$ cat src/rtl/pe_mac_cell_pkg.sv
// Shared definitions for the systolic PE: data widths, FSM states, Q-format slice.
package pe_mac_cell_pkg;

    localparam int DATA_W = 16;
    localparam int FRAC_W = 13;

    typedef enum logic [1:0] {
        ST_IDLE = 2'd0,
        ST_MUL  = 2'd1,
        ST_DONE = 2'd2,
        ST_ADD  = 2'd3
    } pe_state_e;

    // Bring a full-width Q4.26 product back to Q2.13: keep the sign, drop the
    // two integer guard bits below it (no saturation), truncate the fraction.
    function automatic logic [DATA_W-1:0] q_slice(input logic [2*DATA_W-1:0] prod);
        return {prod[2*DATA_W-1], prod[FRAC_W+DATA_W-2:FRAC_W]};
    endfunction

endpackage

$ cat src/rtl/pe_seq_mult.sv
// Radix-2 signed shift-add multiplier, one multiplier bit per clock.
// I_START loads the operands; O_DONE is high during the cycle whose closing
// edge writes the final product, so O_PROD is valid from the following cycle.
module pe_seq_mult #(
    parameter int WIDTH = 16
) (
    input  logic               I_CLK,
    input  logic               I_RST_N,
    input  logic               I_START,
    input  logic [WIDTH-1:0]   I_A,
    input  logic [WIDTH-1:0]   I_B,
    output logic               O_DONE,
    output logic [2*WIDTH-1:0] O_PROD
);

    localparam int CNT_W = $clog2(WIDTH + 1);

    logic [CNT_W-1:0]   cnt;
    logic [2*WIDTH-1:0] mcand;
    logic [2*WIDTH-1:0] acc;
    logic [2*WIDTH-1:0] addend;
    logic [WIDTH-1:0]   mplier;

    // Partial product for this step; the multiplier MSB carries weight -2^(WIDTH-1)
    always_comb begin
        addend = '0;
        if (mplier[0]) begin
            addend = (cnt == CNT_W'(1)) ? -mcand : mcand;
        end
    end

    // Down-counting iteration register, shifting multiplicand/multiplier, accumulator
    always_ff @(posedge I_CLK or negedge I_RST_N) begin
        if (!I_RST_N) begin
            cnt    <= '0;
            mcand  <= '0;
            mplier <= '0;
            acc    <= '0;
        end else if (I_START) begin
            cnt    <= CNT_W'(WIDTH);
            mcand  <= {{WIDTH{I_A[WIDTH-1]}}, I_A};
            mplier <= I_B;
            acc    <= '0;
        end else if (cnt != '0) begin
            acc    <= acc + addend;
            mcand  <= mcand << 1;
            mplier <= mplier >> 1;
            cnt    <= cnt - CNT_W'(1);
        end
    end

    assign O_DONE = (cnt == CNT_W'(1));
    assign O_PROD = acc;

endmodule

$ cat src/rtl/pe_mac_cell.sv
// Systolic-array PE: OUT = X*W + D in Q2.13, X forwarded right, result shifted down.
//
//  state   | meaning
//  --------+-------------------------------------------------------------
//  IDLE    | waiting for X, W and D valid together; accept captures all
//  MUL     | sequential multiplier running (16 clocks)
//  DONE    | product ready, O_MUL_DONE pulse; result register loads here
//  ADD     | O_OUT shows the new result, O_OUT_VLD pulse
module pe_mac_cell
    import pe_mac_cell_pkg::*;
(
    input  logic              I_CLK,
    input  logic              I_RST_N,
    input  logic              I_X_VLD,
    input  logic [DATA_W-1:0] I_X,
    input  logic              I_W_VLD,
    input  logic [DATA_W-1:0] I_W,
    input  logic              I_D_VLD,
    input  logic [DATA_W-1:0] I_D,
    output logic              O_X_VLD,
    output logic [DATA_W-1:0] O_X,
    output logic              O_MUL_DONE,
    output logic              O_OUT_VLD,
    output logic [DATA_W-1:0] O_OUT
);

    pe_state_e             state;
    pe_state_e             state_nxt;
    logic                  all_vld;
    logic                  accept;
    logic                  load_out;
    logic                  mul_done;
    logic [2*DATA_W-1:0]   prod;
    logic [DATA_W-1:0]     d_q;

    assign all_vld = I_X_VLD & I_W_VLD & I_D_VLD;

    // State register
    always_ff @(posedge I_CLK or negedge I_RST_N) begin
        if (!I_RST_N) begin
            state <= ST_IDLE;
        end else begin
            state <= state_nxt;
        end
    end

    // Next-state logic
    always_comb begin
        state_nxt = state;
        unique case (state)
            ST_IDLE: if (all_vld)  state_nxt = ST_MUL;
            ST_MUL:  if (mul_done) state_nxt = ST_DONE;
            ST_DONE: state_nxt = ST_ADD;
            ST_ADD:  state_nxt = ST_IDLE;
            default: state_nxt = ST_IDLE;
        endcase
    end

    // Output / control decode from the registered state
    always_comb begin
        accept     = 1'b0;
        load_out   = 1'b0;
        O_MUL_DONE = 1'b0;
        O_OUT_VLD  = 1'b0;
        unique case (state)
            ST_IDLE: accept = all_vld;
            ST_MUL:  ;
            ST_DONE: begin
                O_MUL_DONE = 1'b1;
                load_out   = 1'b1;
            end
            ST_ADD:  O_OUT_VLD = 1'b1;
            default: ;
        endcase
    end

    // Operand capture; X is forwarded straight from its capture register
    always_ff @(posedge I_CLK or negedge I_RST_N) begin
        if (!I_RST_N) begin
            O_X     <= '0;
            O_X_VLD <= 1'b0;
            d_q     <= '0;
        end else begin
            O_X_VLD <= accept;
            if (accept) begin
                O_X <= I_X;
                d_q <= I_D;
            end
        end
    end

    // Result register: truncated product plus partial sum, wrapping
    always_ff @(posedge I_CLK or negedge I_RST_N) begin
        if (!I_RST_N) begin
            O_OUT <= '0;
        end else if (load_out) begin
            O_OUT <= q_slice(prod) + d_q;
        end
    end

    pe_seq_mult #(
        .WIDTH (DATA_W)
    ) u_mult (
        .I_CLK   (I_CLK),
        .I_RST_N (I_RST_N),
        .I_START (accept),
        .I_A     (I_X),
        .I_B     (I_W),
        .O_DONE  (mul_done),
        .O_PROD  (prod)
    );

endmodule

$ cat config.mk
export PLATFORM = sky130hd
export DESIGN_NAME = pe_mac_cell
export DESIGN_NICKNAME = d
export VERILOG_FILES = /design/src/rtl/pe_mac_cell_pkg.sv /design/src/rtl/pe_seq_mult.sv /design/src/rtl/pe_mac_cell.sv
export SDC_FILE = /design/constraint.sdc
export NUM_CORES = 1
export LEC_CHECK = 0
export CORE_MARGIN = 1
export CORE_UTILIZATION = 40
export CTS_CLUSTER_SIZE = 25
export DETAILED_ROUTE_END_ITERATION = 6
export PLACE_DENSITY = 0.59
export REMOVE_ABC_BUFFERS = 1
export SYNTH_ARGS = -nofsm -noshare
export SYNTH_HDL_FRONTEND = slang
export SYNTH_SLANG_ARGS = --single-unit
$ cat constraint.sdc
create_clock -name I_CLK -period 6.6 [get_ports I_CLK]
set_input_delay 1.98 -clock I_CLK [delete_from_list [all_inputs] [get_ports I_CLK]]
set_output_delay 1.98 -clock I_CLK [all_outputs]
set_load 0.01 [all_outputs]
After elaboration in Yosys (flattened, before gate mapping)
Index checks and enable logic that the tools add are counted.
{"block": "totals", "reg_bits": 136, "in_bits": 53, "out_inout_bits": 35, "elab_cells": 41}
{"block": "op_classes", "n_addsub": 4, "eq_ne": 6, "n_mux": 16, "bitwise_logic": 2, "reduce_logical": 4}
{"operator": "$mux W32", "n": 6}
{"operator": "$add A32 B32 Y32", "n": 1}
{"operator": "$mux W16", "n": 2}
{"operator": "$neg A32 Y32", "n": 1}
{"operator": "$add A16 B16 Y16", "n": 1}
{"operator": "$mux W5", "n": 2}
{"operator": "$pmux W2 S4", "n": 1}
{"operator": "$eq A5 B1 Y1 const B", "n": 1}
{"operator": "$reduce_bool A5 Y1", "n": 1}
{"operator": "$sub A5 B1 Y5 const B", "n": 1}
{"operator": "$eq A2 B2 Y1 const B", "n": 2}
{"operator": "$mux W2", "n": 2}
{"operator": "$ne A2 B2 Y1 const B", "n": 2}
{"operator": "$mux W1", "n": 3}
{"operator": "$and A1 B1 Y1", "n": 2}
{"operator": "$eq A2 B1 Y1 const B", "n": 1}
{"operator": "$logic_not A2 Y1", "n": 1}
{"operator": "$reduce_and A2 Y1", "n": 1}
{"operator": "$reduce_bool A2 Y1", "n": 1}

Logic depth before layout (Yosys ltp)
{"block": "logic_depth", "word_depth": 6, "depth_mapped": 20, "ltp_nobuf": 20}

By module
A second synthesis with hierarchy kept.
{"block": "unflattened", "hier_cells": 1047, "hier_area_um2": 8901.0}
{"module": "pe_seq_mult", "instances": 1, "cells_each": 751, "area_each_um2": 6192.2}
{"module": "pe_mac_cell", "instances": 1, "cells_each": 296, "area_each_um2": 2708.8}

Worst setup path after synthesis
Ideal clock, no wire load.
{"block": "synth_timing", "kind": "register to register", "start": "reg u_mult.mcand[0]", "end": "reg u_mult.acc[31], in the netlist u_mult.O_PROD[31]", "setup_ns": 0.120, "t_arrival_ns": 3.883, "t_required_ns": 6.480, "slack_ns": 2.598, "path_stages_with_launch": 21, "path_buffers": 0, "period_less_slack_ns": 4.002, "path_cell_list": "dfrtp_1 > inv_1 > ha_1 > nand2_1 > or4_1 > nor2_2 > nand2_1 > o31ai_1 > xnor2_1 > and2_1 > ha_1 > and4_1 > and2_1 > a221o_1 > nand2_1 > o21ai_0 > o21ba_2 > a31o_2 > xor2_2 > a21oi_1 > a31o_1"}
{"block": "synth_via", "elab_chain_len": 6}
{"element": "from (decl)", "line_no": "pe_seq_mult.sv:19", "source": "logic [2*WIDTH-1:0] mcand;"}
{"element": "from (signal assigned)", "line_no": "pe_seq_mult.sv:41", "source": "mcand <= {{WIDTH{I_A[WIDTH-1]}}, I_A};"}
{"element": "from (signal assigned)", "line_no": "pe_seq_mult.sv:46", "source": "mcand <= mcand << 1;"}
{"element": "$neg A32 Y32", "line_no": "pe_seq_mult.sv:28", "source": "addend = (cnt == CNT_W'(1)) ? -mcand : mcand;"}
{"element": "$mux W32 *", "line_no": "pe_seq_mult.sv:28"}
{"element": "$mux W32 *", "line_no": "pe_seq_mult.sv:27", "source": "if (mplier[0]) begin"}
{"element": "$add A32 B32 Y32 *", "line_no": "pe_seq_mult.sv:45", "source": "acc <= acc + addend;"}
{"element": "$mux W32 *", "line_no": "pe_seq_mult.sv:44", "source": "end else if (cnt != '0) begin"}
{"element": "$mux W32 *", "line_no": "pe_seq_mult.sv:39", "source": "end else if (I_START) begin"}
{"element": "to (signal assigned)", "line_no": "pe_seq_mult.sv:45"}
{"element": "to (decl)", "line_no": "pe_seq_mult.sv:20", "source": "logic [2*WIDTH-1:0] acc;"}
Mark *: on every way between the ends. The rest lies on a longest branch, timed or not. The select of a mux whose other input is x is not followed.
A chain may end at the register's enable or synchronous reset.

Final worst setup path
{"block": "layout_timing", "start": "reg u_mult.cnt[2]", "end": "reg u_mult.acc[30], in the netlist u_mult.O_PROD[30]"}
{"block": "layout_via", "elab_chain_len": 6, "word_cells_on_any_way": 8, "classes_between": "add/sub: 1; eq/ne: 1; mux: 4; reduce/logical: 2"}
{"element": "from (decl)", "line_no": "pe_seq_mult.sv:18", "source": "logic [CNT_W-1:0] cnt;"}
{"element": "from (signal assigned)", "line_no": "pe_seq_mult.sv:40", "source": "cnt <= CNT_W'(WIDTH);"}
{"element": "from (signal assigned)", "line_no": "pe_seq_mult.sv:48", "source": "cnt <= cnt - CNT_W'(1);"}
{"element": "$eq A5 B1 Y1", "line_no": "pe_seq_mult.sv:28"}
{"element": "$mux W32", "line_no": "pe_seq_mult.sv:28"}
{"element": "$mux W32", "line_no": "pe_seq_mult.sv:27"}
{"element": "$add A32 B32 Y32", "line_no": "pe_seq_mult.sv:45"}
{"element": "$mux W32", "line_no": "pe_seq_mult.sv:44"}
{"element": "$mux W32", "line_no": "pe_seq_mult.sv:39"}
Parallel ways exist; a longest one is shown, timed or not. The select of a mux whose other input is x is not followed.

==> flow_summary.yaml <==
synth:
  synth-main-ff-cell: "dfrtp_1"
  synth-edff-count: 0
  async_flop_share: 1.00
  synth_area_um2: 8500
  synth.distinct_cells: 68
  netlist_instances: 978
  ys_seq_elements: 136
  yosysSeqAreaShare: 0.400
  synth_warnings: 0
  syn_area_per_cell_um2: 8.70
global_routing:
  grt_overflow_total: 0
  grt_max_degree: 99
  grt_pass1_wl_um: 33300
  grt_antenna_before_repair: 0
  first_global_vias: 6610
  grt_usage: 0.190
hold_path:
  min-delay-start: "O_X[9]$_DFFE_PN0P_"
  worstHoldPathType: "flip-flop to flip-flop"
  whs_path_depth: 2
  min_to: "O_X[9]$_DFFE_PN0P_"
timing:
  setup_viol: 0
  timing.hold.ws_ps: 476
  hold_viol_final: 0
  skew_ps: 10.1
  fmax_mhz: 219
  fin_tns_setup_ps: 0
  fin_crit_sh: 0.691
  slew_viol_final: 0
  min_period_ps: 4560
  tightest_slew_ps: 1100
  rsz0062_at_grt: "no"
  maxSlewHeadroom: 0.267
layout:
  diodes: 0
  drive_above_1_share: 0.0708
  fill_cells: 1993
  final_common_cell: "nand2_1"
  multi_input_area_um2: 4830
  utilization: 0.496
  ff_latch_area_um2: 3400
  area_growth_pct: 20.0
  fin_nets: 1156
  layout_common_cells: "227 x nand2_1, 136 x dfrtp_1, 86 x clkdlybuf4s50_1"
power_and_ir_drop:
  vdd_drop_max_v: 0.000209
  power.total_w: 0.00540
  power_leakage_nw: 4.75
  p_per_area_nw_per_um2: 529
route:
  antenna_left: 0
  wl_um: 19500
  num_vias: 6900
  via_per_inst: 5.19
  drc_errors: 0
  routedWlPerCell_um: 14.6
  drtIter0Drc: 474
  firstDrtPassIters: 5
setup_path:
  crit_path_max_fanout: 14
  r2r-start: "u_mult.cnt[2]$_DFFE_PN0P_"
  required_ps: 6910
  path_class: "flip-flop to flip-flop"
  rr_worst_depth: 16
  worstReg2RegEnd: "u_mult.O_PROD[30]$_DFFE_PN0P_"
  worst-endpoint-arrival_ps: 4870
  setup.worst_path.end_class: "flip-flop"
  cp-start-kind: "flip-flop"
  rrSetupSlack_ps: 2040
clocking:
  clk_latency_ps: 430
  cts_sinks: 136
  post-cts-setup-buffers: 0
  cts_buffers: 17
  cts_hold_buf: 0
  cts_root_buf: "clkbuf_16"
  cts_tree: "done"
  clk_path_buf_depth: 2
  path_clk_slew_ps: 60
  h-tree-depth: 4
  ctsResizeCount: 0
placement:
  place.gp.congestion: 0.870
  hpwl_um: 13600
  io_buffers: 87
floorplanning:
  rows: 52
  die_x_um: 148
  die_h_um: 148
  coreArea_um2: 20600
  start_util: 0.414
  dieArea_um2: 21800
  ios: 88
flow_run:
  maxCapViolations: 0
run_status:
  status: "finished clean"
-- how the worst max path moves through the flow --
stage                                      from                       endpoint  slack, ps  depth (start not counted)
global placement    u_mult.mcand[0]$_DFFE_PN0P_  u_mult.O_PROD[31]$_DFFE_PN0P_       2160                         20
global route          u_mult.cnt[2]$_DFFE_PN0P_  u_mult.O_PROD[30]$_DFFE_PN0P_       1590                         16
finish                u_mult.cnt[2]$_DFFE_PN0P_  u_mult.O_PROD[30]$_DFFE_PN0P_       2040                         16
detailed placement    u_mult.cnt[2]$_DFFE_PN0P_  u_mult.O_PROD[30]$_DFFE_PN0P_       2060                         16
floorplan                               I_D_VLD  u_mult.O_PROD[15]$_DFFE_PN0P_        360                          4
CTS                   u_mult.cnt[2]$_DFFE_PN0P_  u_mult.O_PROD[30]$_DFFE_PN0P_       2040                         16
-- cell families (layout without fill, tap and decap cells) --
kind of cell | after synthesis | after routing | synth area share
AOI/OAI and AO/OA | 240 | 240 | 0.182
xor gates and xnor gates | 62 | 62 | 0.0647
adders and majority gates | 56 | 56 | 0.0842
buffers and inverters | 70 | 152 | 0.0321
DFF | 136 | 136 | 0.400
muxes | 25 | 25 | 0.0313
and+or+nand+nor | 389 | 389 | 0.206
-- Yosys cell counts, drive strengths merged (8+ instances only) --
cell,n,area [µm²]
a21o,21,158
a21oi,71,355
a31oi,41,278
and2,34,215
and3,8,50.1
clkbuf,38,143
dfrtp,136,3400
ha,54,676
inv,26,97.6
mux2,13,146
mux2i,12,120
nand2,229,862
nand3,11,55.1
nor2,59,224
nor3,13,65.1
o21ai,47,235
o21bai,8,60.1
o31ai,11,82.6
or3,10,73.8
xnor2,44,385
xor2,18,165
-- stage by stage --
stage / setup slack [ps] / instances / area [µm²]
after global placement: 2160 / 1298 / 9590
after global routing: 1590 / 1330 / 10200
final: 2040 / 1330 / 10200
after CTS: 2040 / 1330 / 10200
after detailed placement: 2060 / 1298 / 9590
after floorplan: 363 / 935 / 8330
-- sequential cells by signal, summed over array words and instances (netlist names) --
register / cells
u_mult.cnt: 5
O_X: 16
state: 2
u_mult.mcand: 32
u_mult.O_PROD: 32
u_mult.mplier: 16
d_q: 16
O_X_VLD: 1
O_OUT: 16
-- layout make-up --
cell class / instances / share of cell area
tap: 270 / 0.0331
timing repair buffer: 93 / 0.0899
clock inverter: 13 / 0.0167
sequential: 136 / 0.333
multi-input combinational: 772 / 0.474
inverter: 27 / 0.00993
clock buffer: 19 / 0.0434
-- worst max-delay path: stages, from the launching register on --
cell and delay (ps):
dfrtp_1 410, nor3_1 370, and2_0 710, o31ai_1 200, xnor2_1 170, and2_1 160
ha_1 340, and3_1 210, a221oi_2 410, a221oi_2 140, o211ai_2 250, a31oi_4 150
a31oi_2 300, o21ai_0 140, a21oi_1 180, nor3b_1 220, nor3_1 70
-- metal layers --
metal	share of wire	vias up	GRT usage	routed length (µm)
met5	0	-	0	0
met4	0.011	0	0.0598	216
met3	0.044	20	0.0321	856
met2	0.43	175	0.287	8440
met1	0.51	3169	0.275	9950
li1	-	3536	-	-
-- report_power, final --
group / internal, W / switching, W / total (W) / leakage, nW
clock: 0.000608 / 0.000386 / 0.000994 / 0.290
sequential: 0.00124 / 0.000365 / 0.00160 / 1.69
combinational: 0.00137 / 0.00143 / 0.00280 / 2.77
total: 0.00321 / 0.00218 / 0.00540 / 4.75
(Power assumes the default switching activity.)
